### config.mk
export PLATFORM = sky130hd
export DESIGN_NAME = alu
export DESIGN_NICKNAME = d
export VERILOG_FILES = /design/src/rtl/alu.sv
export SDC_FILE = /design/constraint.sdc
export NUM_CORES = 1
export LEC_CHECK = 0
export BUFFER_PORTS_ARGS = -buffer_cell sky130_fd_sc_hd__buf_2
export CAP_MARGIN = 20
export CORE_ASPECT_RATIO = 0.7
export CORE_MARGIN = 3
export CORE_UTILIZATION = 45
export DETAILED_ROUTE_END_ITERATION = 6
export PLACE_DENSITY = 0.64
export SLEW_MARGIN = 20
export SYNTH_ARGS = -nofsm -noshare
export SYNTH_HDL_FRONTEND = slang
export SYNTH_SLANG_ARGS = --single-unit
export TNS_END_PERCENT = 20
### constraint.sdc
create_clock -name vclk -period 8.5
set_input_delay 0.85 -clock vclk [all_inputs]
set_output_delay 0.85 -clock vclk [all_outputs]
set_load 0.02 [all_outputs]
### src/rtl/alu.sv
//==============================================================================
// Module      : alu
// Description : 32-bit integer ALU for the execute stage. ADD, SUB, AND, OR,
//               SLL and SRA on two's-complement operands, plus signed
//               less-than and not-equal flags for branch resolution.
//               Compile-time option: define ALU_OUTPUT_REG_EN to register
//               all outputs (one-cycle latency, async active-low reset).
// Revision    : 1.0 - initial release
//==============================================================================
`default_nettype none
`timescale 1ns/1ps

module alu (
  input  logic        clock,
  input  logic        ctrl_reset,
  input  logic [31:0] data_operandA,
  input  logic [31:0] data_operandB,
  input  logic [4:0]  ctrl_ALUopcode,
  input  logic [4:0]  ctrl_shiftamt,
  output logic [31:0] data_result,
  output logic        isNotEqual,
  output logic        isLessThan
);

  localparam logic [4:0] c_opAdd = 5'd0;
  localparam logic [4:0] c_opSub = 5'd1;
  localparam logic [4:0] c_opAnd = 5'd2;
  localparam logic [4:0] c_opOr  = 5'd3;
  localparam logic [4:0] c_opSll = 5'd4;
  localparam logic [4:0] c_opSra = 5'd5;

  logic        w_isSub;
  logic [31:0] w_addendB;
  logic [31:0] w_sum;
  logic [31:0] w_diff;
  logic        w_overflow;
  logic        w_lessThan;
  logic        w_notEqual;
  logic [31:0] w_result;

  // Stage k of each shifter holds the operand after applying shift bits [k-1:0].
  logic [5:0][31:0] w_sllStage;
  logic [5:0][31:0] w_sraStage;

  // Shared adder: subtraction is A + ~B + 1 via the inverted addend and carry-in.
  assign w_isSub   = (ctrl_ALUopcode == c_opSub);
  assign w_addendB = w_isSub ? ~data_operandB : data_operandB;
  assign w_sum     = data_operandA + w_addendB + {31'd0, w_isSub};

  // Dedicated comparator subtractor so flags are valid for every opcode.
  assign w_diff     = data_operandA + ~data_operandB + 32'd1;
  assign w_overflow = (data_operandA[31] != data_operandB[31]) &&
                      (w_diff[31] != data_operandA[31]);
  assign w_lessThan = w_diff[31] ^ w_overflow;
  assign w_notEqual = |w_diff;

  assign w_sllStage[0] = data_operandA;
  assign w_sraStage[0] = data_operandA;

  // Log-depth barrel shifters: stage s moves by 2**s when shift bit s is set.
  generate
    for (genvar s = 0; s < 5; s++) begin : g_shiftStage
      localparam int c_dist = 1 << s;
      assign w_sllStage[s+1] = ctrl_shiftamt[s]
          ? {w_sllStage[s][31-c_dist:0], {c_dist{1'b0}}}
          : w_sllStage[s];
      assign w_sraStage[s+1] = ctrl_shiftamt[s]
          ? {{c_dist{w_sraStage[s][31]}}, w_sraStage[s][31:c_dist]}
          : w_sraStage[s];
    end
  endgenerate

  // Result select; undefined opcodes yield zero.
  always_comb begin
    w_result = 32'd0;
    case (ctrl_ALUopcode)
      c_opAdd: w_result = w_sum;
      c_opSub: w_result = w_sum;
      c_opAnd: w_result = data_operandA & data_operandB;
      c_opOr:  w_result = data_operandA | data_operandB;
      c_opSll: w_result = w_sllStage[5];
      c_opSra: w_result = w_sraStage[5];
      default: w_result = 32'd0;
    endcase
  end

`ifdef ALU_OUTPUT_REG_EN
  logic [31:0] r_result;
  logic        r_notEqual;
  logic        r_lessThan;

  // Output register stage, cleared asynchronously while reset is low.
  always_ff @(posedge clock or negedge ctrl_reset) begin
    if (!ctrl_reset) begin
      r_result   <= 32'd0;
      r_notEqual <= 1'b0;
      r_lessThan <= 1'b0;
    end else begin
      r_result   <= w_result;
      r_notEqual <= w_notEqual;
      r_lessThan <= w_lessThan;
    end
  end

  assign data_result = r_result;
  assign isNotEqual  = r_notEqual;
  assign isLessThan  = r_lessThan;
`else
  // Clock and reset are intentionally unused in the combinational build.
  logic w_unusedClockReset;
  assign w_unusedClockReset = clock ^ ctrl_reset;

  assign data_result = w_result;
  assign isNotEqual  = w_notEqual;
  assign isLessThan  = w_lessThan;
`endif

endmodule

`default_nettype wire

# After elaboration in Yosys (flattened, before gate mapping)
# Cells that the tools add are included.
[totals] in_bits=76 reg_bits=0
[classes] add_sub_neg=4 n_eq_ne=7 reduce_logical=4 n_mux=12 bitwise_logic=4
[op_table] operator="$mux W32" count=6
[op_table] operator="$pmux W32 S5" count=1
[op_table] operator="$mux W31" count=5
[op_table] operator="$add A32 B32 Y32" count=2
[op_table] operator="$add A32 B1 Y32" count=1
[op_table] operator="$add A32 B1 Y32 const B" count=1
[op_table] operator="$and A32 B32 Y32" count=1
[op_table] operator="$not A32 Y32" count=1
[op_table] operator="$or A32 B32 Y32" count=1
[op_table] operator="$reduce_or A32 Y1" count=1
[op_table] operator="$eq A5 B2 Y1 const B" count=2
[op_table] operator="$eq A5 B3 Y1 const B" count=2
[op_table] operator="$eq A5 B1 Y1 const B" count=1
[op_table] operator="$logic_not A5 Y1" count=1
[op_table] operator="$ne A1 B1 Y1" count=2
[op_table] operator="$reduce_or A2 Y1" count=1
[op_table] operator="$logic_and A1 B1 Y1" count=1
[op_table] operator="$xor A1 B1 Y1" count=1

# Longest topological paths before layout
# Gate-level depths: netlist of the first run.
[logic_depth] word_depth=6 depth_mapped=23 ltp_nobuf=22

# Worst setup path before layout of the first run
# Ideal clock, no wire load.
[synth_path] path_type="input-to-output" from="input data_operandA[6]" to="output isNotEqual" t_arrival_ns=4.863 slack_ns=2.787 required_ns=7.650 path_stages=22 cell_sequence="inv_1 -> ha_1 -> nor2b_1 -> or4_1 -> o211ai_1 -> nand2_1 -> or3_1 -> a21oi_1 -> o21a_1 -> o21bai_1 -> a221o_1 -> a21oi_1 -> fa_1 -> o311a_1 -> nand3_1 -> nor3_1 -> nand4_1 -> nor4_1 -> o2111ai_1 -> nor3_1 -> nand4_1 -> a2111o_1"
[synth_between] elab_chain_cells=3
[synth_rtl] item="start: declaration" line_no="16" text="input logic [31:0] data_operandA,"
[synth_rtl] item="$add A32 B32 Y32" line_no="51" text="assign w_diff = data_operandA + ~data_operandB + 32'd1;"
[synth_rtl] item="$add A32 B1 Y32" line_no="51"
[synth_rtl] item="$reduce_or A32 Y1" line_no="55" text="assign w_notEqual = |w_diff;"
[synth_rtl] item="end: declaration" line_no="21" text="output logic isNotEqual,"
# Every way passes these cells.

# Worst setup path after layout of the first run
# Same ends and word-level chain as after synthesis.

==> results.md, run 1 <==
* Status: completed
* CP bufs+invs at 3
* # fillers at 2,119
* First-pass GRT wire length at 55.85 mm
* Worst-path fanout max at 10
* DRT iter0 DRCs at 1,152
* Vert. Die Dim at ~120 microns
* I/O Buffers at 108
* Sequential cell area at 0 sq um
* Total Die Area at 0.02190 sq mm
* DRT antenna net count at 0
* WL final at 37.26 mm
* Worst slack, placed at 1343 ps
* Switch Pwr at 0.0004540 W
* Clk_buf instances at 0
* Post-Syn Instances at 1,301
* Routed len/inst at about 23 microns
* HP Start: data_operandB[31]
* Total track usage at 31.99%
* Post-CTS sizing at 0
* Pre-antenna DRT Iters at 6
* Pint at around 0.00026 W
* Multi-input gate area at 0.008344 sq mm
* Clock Power Share at 0%
* WP data required at 7650 ps
* Syn_nets at 1,510
* Startpoint Class: primary input
* Worst setup EP type: primary output
* Achievable Freq at between 100 and 150 MHz
* Postcts setup bufs at 0
* Worst min path class: in -> out
* RSZ-0062 raised after global routing: false
* Row count at 42
* Hold Fails Final Rpt at 0
* Slowest stage delay, CP at around 440 ps
* Initial antenna violation count at 1
* Slew headroom at 31.45%
* Max Cap Violations at 0
* Fin nets at 1,555
* Vias in the first global route at 9,318
* Layout cells sized above 1 at a little over an eighth
* Initial core utilization at 46.84%
* Avg Cell Area, Syn at around 7.0 sq um
* DR vias/cell at ~6.5
* Top Family by Delay on Critical Path: simple AND/OR/NAND/NOR gates
* Seq_cells at 0
* Routed via count at 10.38k
* Pwr dens at between 70 and 80 mW/mm^2
* Worst Hold Path EP: isLessThan
* Arrival @ worst endpoint at between 6000 and 7000 ps
* Seq pwr share at 0%
* Die Width at 175.6 microns
* Final period util at between 80 and 90%
* Pin count of the biggest net entering global routing at 97
* I/O Pins at 110
* Register area share after synthesis at 0%
* Netlist cell types at 84
* Synth warnings at 0
* Cts-stage hold buffer count at 0
* Fin. max-slew vios at 0
* GP Congestion at 1.010
* Final min period at 7416 ps
* Fin util at 50.43%
* VDD IR max at 31.94 uV
* Switching Share at 64.03%
* CORE AREA at 0.01934 sq mm
* Post-DP HPWL at 30.52 mm
* DRC at 0
* Slew @ Worst Pin at 1025 ps
* Layout area overhead at 7.652%
* Comb power frac at between 90% and 100%
* Overflow after GRT at 0
* Finish-stage setup viols at 0
* CP Class: in -> out
* Final worst setup slack at 1084 ps
* Syn Std Cell Area at 0.009059 sq mm
* Pleak at about 4.6 nW
* CP Cell Sequence: buf_2 > inv_1 > ha_1 > nor2b_1 > or4_1 > o211ai_1 > nand2_1 > or3_1 > a21oi_1 > o21a_1 > o21bai_1 > a221o_1 > a21oi_1 > fa_1 > o311a_1 > nand3_1 > nor3_1 > nand4_1 > nor4_1 > o2111ai_1 > nor3_1 > nand4_1 > a2111o_1 > buf_2
* Hold depth at 4
* CP max-delay cell: or4_1
* Setup_tns at 0 ps
* Antenna cells at 0
stage by stage:
step | cells | hold slack, ps | power, W | cell area, sq um
after floorplan | 1301 | 1963 | 0.0004701 | 9059
after global placement | 1608 | 2359 | 0.0006813 | 9748
after detailed placement | 1608 | 2343 | 0.0006830 | 9748
after CTS | 1608 | 2357 | 0.0006868 | 9748
after global routing | 1608 | 2378 | 0.0007624 | 9752
final | 1608 | 2344 | 0.0007090 | 9752
kinds of logic (layout without fill, tap and decap cells):
group                    after synthesis  count (layout)  synth area share [%]
AO/OA/AOI/OAI                        441             441                 32.03
AND/OR/NAND/NOR                      333             333                 17.78
buffers and inverters                194             237                 8.149
multiplexers                         143             143                 17.91
adder cells (fa/ha/maj)              133             133                 18.62
XOR/XNOR                              57              57                 5.511
Yosys cell counts (21+ instances only):
master / number / area [sq um]
ha_1: 130 / 1627
inv_1: 110 / 412.9
o21ai_0: 122 / 610.6
xnor2_1: 48 / 420.4
a21o_1: 26 / 195.2
clkbuf_1: 57 / 214.0
nand2b_1: 21 / 131.4
nor2_1: 114 / 427.9
a21oi_1: 107 / 535.5
mux2i_1: 116 / 1161
nor3_1: 25 / 125.1
nand2_1: 77 / 289.0
power by group through the flow:
stage | clock network, W | registers, W | logic [W]
floorplan | 0 | 0 | 0.000470
detailed placement | 0 | 0 | 0.000683
CTS | 0 | 0 | 0.000687
global route | 0 | 0 | 0.000762
global placement | 0 | 0 | 0.000681
finish | 0 | 0 | 0.000709
layout by cell type, fill, tap and decap left out, drive strengths merged, types with 12 or more instances in the layout:
cell type	Yosys	layout
buf	22	122
mux2i	116	116
o211ai	19	19
nand2b	21	21
inv	115	115
nand3	16	16
mux4	14	14
nor4	13	13
a21o	26	26
nor2	115	115
o22ai	12	12
ha	130	130
nor3	25	25
o21ai	132	132
nor2b	15	15
a211oi	16	16
mux2	13	13
o31ai	14	14
a221oi	13	13
nand2	77	77
a21oi	108	108
xnor2	48	48
metal layers:
metal | track usage, % | share of wire, %
met2 | 47.65 | 41
met4 | 2.885 | 1.0
met5 | 0 | 0.024
met1 | 48.88 | 47
met3 | 6.155 | 11
cell type report:
type	count	area share [%]
multi-input cells	1107	85.57
inverters	115	4.426
well taps	264	3.387
repair buffers	122	6.620
how the worst max path moves through the flow:
stage / depth (start not counted) / end / startpoint
2_1_floorplan: 22 / isNotEqual / data_operandA[6]
3_3_place_gp: 24 / isNotEqual / data_operandA[6]
3_5_place_dp: 24 / isNotEqual / data_operandA[6]
4_1_cts: 24 / isNotEqual / data_operandA[6]
5_1_grt: 24 / isNotEqual / data_operandA[6]
6_report: 24 / isNotEqual / data_operandA[6]
Power figures use the tool's default switching activity.
==> inputs of run 2 (changes only) <==
--- a/config.mk
+++ b/config.mk
@@ -5,6 +5,7 @@
 export SDC_FILE = /design/constraint.sdc
 export NUM_CORES = 1
 export LEC_CHECK = 0
+export ABC_AREA = 1
 export BUFFER_PORTS_ARGS = -buffer_cell sky130_fd_sc_hd__buf_2
 export CAP_MARGIN = 20
 export CORE_ASPECT_RATIO = 0.7
==> run 2 against run 1 <==
  * The run now ends with design-rule violations left
  * Design area increased by 2.8%
  * Via count increased by 18%
  * Synthesized area increased by 4.0%
  * Sequential share of layout area unchanged
  * Worst setup slack improved by 1600 ps
  * Flip-flop and latch count unchanged
  * Highest routed layer unchanged
==> results.md, run 2 <==
* Initial core utilization at 46.70% (-0.14 points)
* Vert. Die Dim at 127.1 microns (+1.9%)
* Hold Fails Final Rpt at 0 (unchanged)
* Post-synthesis mux area share at 1.912% (-16 points)
* Max Cap Violations at 0 (unchanged)
* VDD IR max at 46.23 uV (+45%)
* Vias in the first global route at 10.73k (+15%)
* Yosys top cell by area: nand2_1
* DRT antenna net count at 0 (unchanged)
* # fillers at 2,284 (+7.8%)
* Simple-Gate Fraction of Synth Area at 39.64% (+22 points)
* Total Die Area at 0.02274 sq mm (+3.8%)
* Worst setup EP type: primary output
* Status: finished, violations left
* Total track usage at 36.25% (+4.3 points)
* Count leader, synth: nand2_1
* Cts-stage hold buffer count at 0 (unchanged)
* GP Congestion at 1.028 (+1.8%)
* Slew @ Worst Pin at 1105 ps (+80.03 ps)
* DRT iter0 DRCs at 1,445 (+25%)
* Fin util at 49.71% (-0.72 points)
* Synth Area in Compound Gates at 23.63% (-8.4 points)
* Routed len/inst at 20.23 microns (-13%)
* Post-synth top cells: 565 x nand2_1, 221 x inv_1, 141 x nor2_1
* Commonest cells after routing, fill and taps aside: 565 x nand2_1, 221 x inv_1, 140 x nor2_1
* DR vias/cell at 5.796 (-10%)
* Failing checks: design-rule violations
* Pwr dens at 66.79 mW/mm^2 (-8.1%)
* Setup_tns at 0 ps (unchanged)
* Post-DP HPWL at 35.65 mm (+17%)
* Post-CTS sizing at 0 (unchanged)
* Final period util at 68.09% (-19 points)
* I/O Pins at 110 (unchanged)
* Layout cells sized above 1 at 9.056% (-4.6 points)
* Pin count of the biggest net entering global routing at 70 (-28%)
* Synth top area share at 22.51% (+4.6 points)
* Fin. max-slew vios at 0 (unchanged)
* Worst min path class: in -> out
* CORE AREA at 0.02018 sq mm (+4.3%)
* Final min period at 5787 ps (-1628 ps)
* Synth Area in Adders at 17.90% (-0.72 points)
* Slew headroom at 26.27% (-5.2 points)
* Finish-stage setup viols at 0 (unchanged)
* First-pass GRT wire length at 63.36 mm (+13%)
* Top post-synthesis cells by area: nand2_1 23%, ha_1 17%, inv_1 8.8%
* CP startpoint: data_operandA[2]
* CP Class: in -> out
* Syn_nets at 2,006 (+33%)
* Commonest non-fill, non-tap cell in the layout: nand2_1
* Avg Cell Area, Syn at 5.243 sq um (-25%)
* WP data required at 7650 ps (about the same)
* Startpoint Class: primary input
* Worst-path fanout max at 6 (-4)
* Layout area overhead at 6.441%
* RSZ-0062 raised after global routing: false
* Pre-antenna DRT Iters at 7 (+1)
* DRC at 7 (+7)
* Seq_cells at 0 (unchanged)
* Critical Path Sink: isNotEqual
* Die Width at 178.9 microns (+1.9%)
* Achievable Freq at 172.8 MHz (+28%)
* Synth warnings at 0 (unchanged)
* Overflow after GRT at 0 (unchanged)
* Antenna cells at 0 (unchanged)
* Synth Area in XOR/XNOR at 3.254% (-2.3 points)
* Row count at 43 (+2.4%)
* HP Start: ctrl_ALUopcode[3]
* Largest family of logic cells by synthesized area: simple AND/OR/NAND/NOR gates
* Syn Std Cell Area at 0.009422 sq mm (+4.0%)
* Initial antenna violation count at 1 (unchanged)
* Postcts setup bufs at 0 (unchanged)
* Pleak at 5.455 nW (+19%)
* I/O Buffers at 108 (unchanged)
* Clk_buf instances at 0 (unchanged)
* Register area share after synthesis at 0% (unchanged)
* Arrival @ worst endpoint at 4940 ps (-1630 ps)
* Netlist cell types at 51 (-39%)
* Sequential cell area at 0 sq um (unchanged)
* WL final at 42.77 mm (+15%)
* Fin nets at 2,055 (+32%)
* Post-Syn Instances at 1,797 (+38%)
* Routed via count at 12.25k (+18%)
## run 2: metrics by stage
| stage | total power, W | cell area (sq um) | hold WS, ps | cells | setup WS [ps] |
|---|---|---|---|---|---|
| finish | 0.0006698 | 10030 | 2198 | 2114 | 2713 |
| global route | 0.0007350 | 10030 | 2224 | 2114 | 2481 |
| CTS | 0.0006430 | 10030 | 2194 | 2114 | 2806 |
| detailed placement | 0.0006390 | 10030 | 2193 | 2114 | 2822 |
| global placement | 0.0006355 | 10030 | 2188 | 2114 | 2863 |
| floorplan | 0.0004368 | 9422 | 1963 | 1797 | 4191 |
## run 2: cell families (layout without fill, tap and decap cells)
kind of cell               count (synthesis)  after routing
xor gates and xnor gates                  35             35
buffers and inverters                    317            364
adders and majority gates                133            133
and+or+nand+nor                          899            899
muxes                                     18             18
AOI/OAI and AO/OA                        395            395
## run 2: area by class of cell
cell class	instances	area, sq um	share of cell area (%)
repair buffers	119	623.1	6.213
well taps	270	337.8	3.369
multi-input cells	1480	8145	81.22
inverters	245	922.1	9.195
## run 2: power by group
part	switching, W	leakage (nW)	internal (W)
Clock	0	0	0
Combinational	0.000470	5.46	0.000200
Sequential	0	0	0
## run 2: worst min path at each step
stage	to	slack [ps]	depth (start not counted)
6_report	data_result[3]	2200	5
5_1_grt	data_result[3]	2220	5
4_1_cts	data_result[3]	2190	5
3_5_place_dp	data_result[3]	2190	5
3_3_place_gp	data_result[3]	2190	5
2_1_floorplan	isLessThan	1960	1
## run 2: worst max-delay path, cell delays in order
cell and delay [ps]:
buf_2 160, inv_1 80, ha_1 420, inv_2 70
a21oi_1 190, nand2_1 160, nand2_1 120, nand3_1 170
nand3_1 230, nand3_1 160, a221oi_1 520, fa_1 490
nand3b_1 130, nor2_1 120, nand3_1 80, nor2_1 110
nand2_1 60, nor2_1 110, nand3_1 80, nor2_1 80
nand3_1 120, nor2_1 110, nand4_1 90, buf_2 180
## run 2: routing by layer
metal  vias up  share of wire, %  global-route usage [%]
met1      5494                45                   54.89
met2       743                38                   49.82
met3        60                14                   11.08
met4         4               2.3                   6.319
met5         -              0.32                   3.947
li1       5952                 -                       -
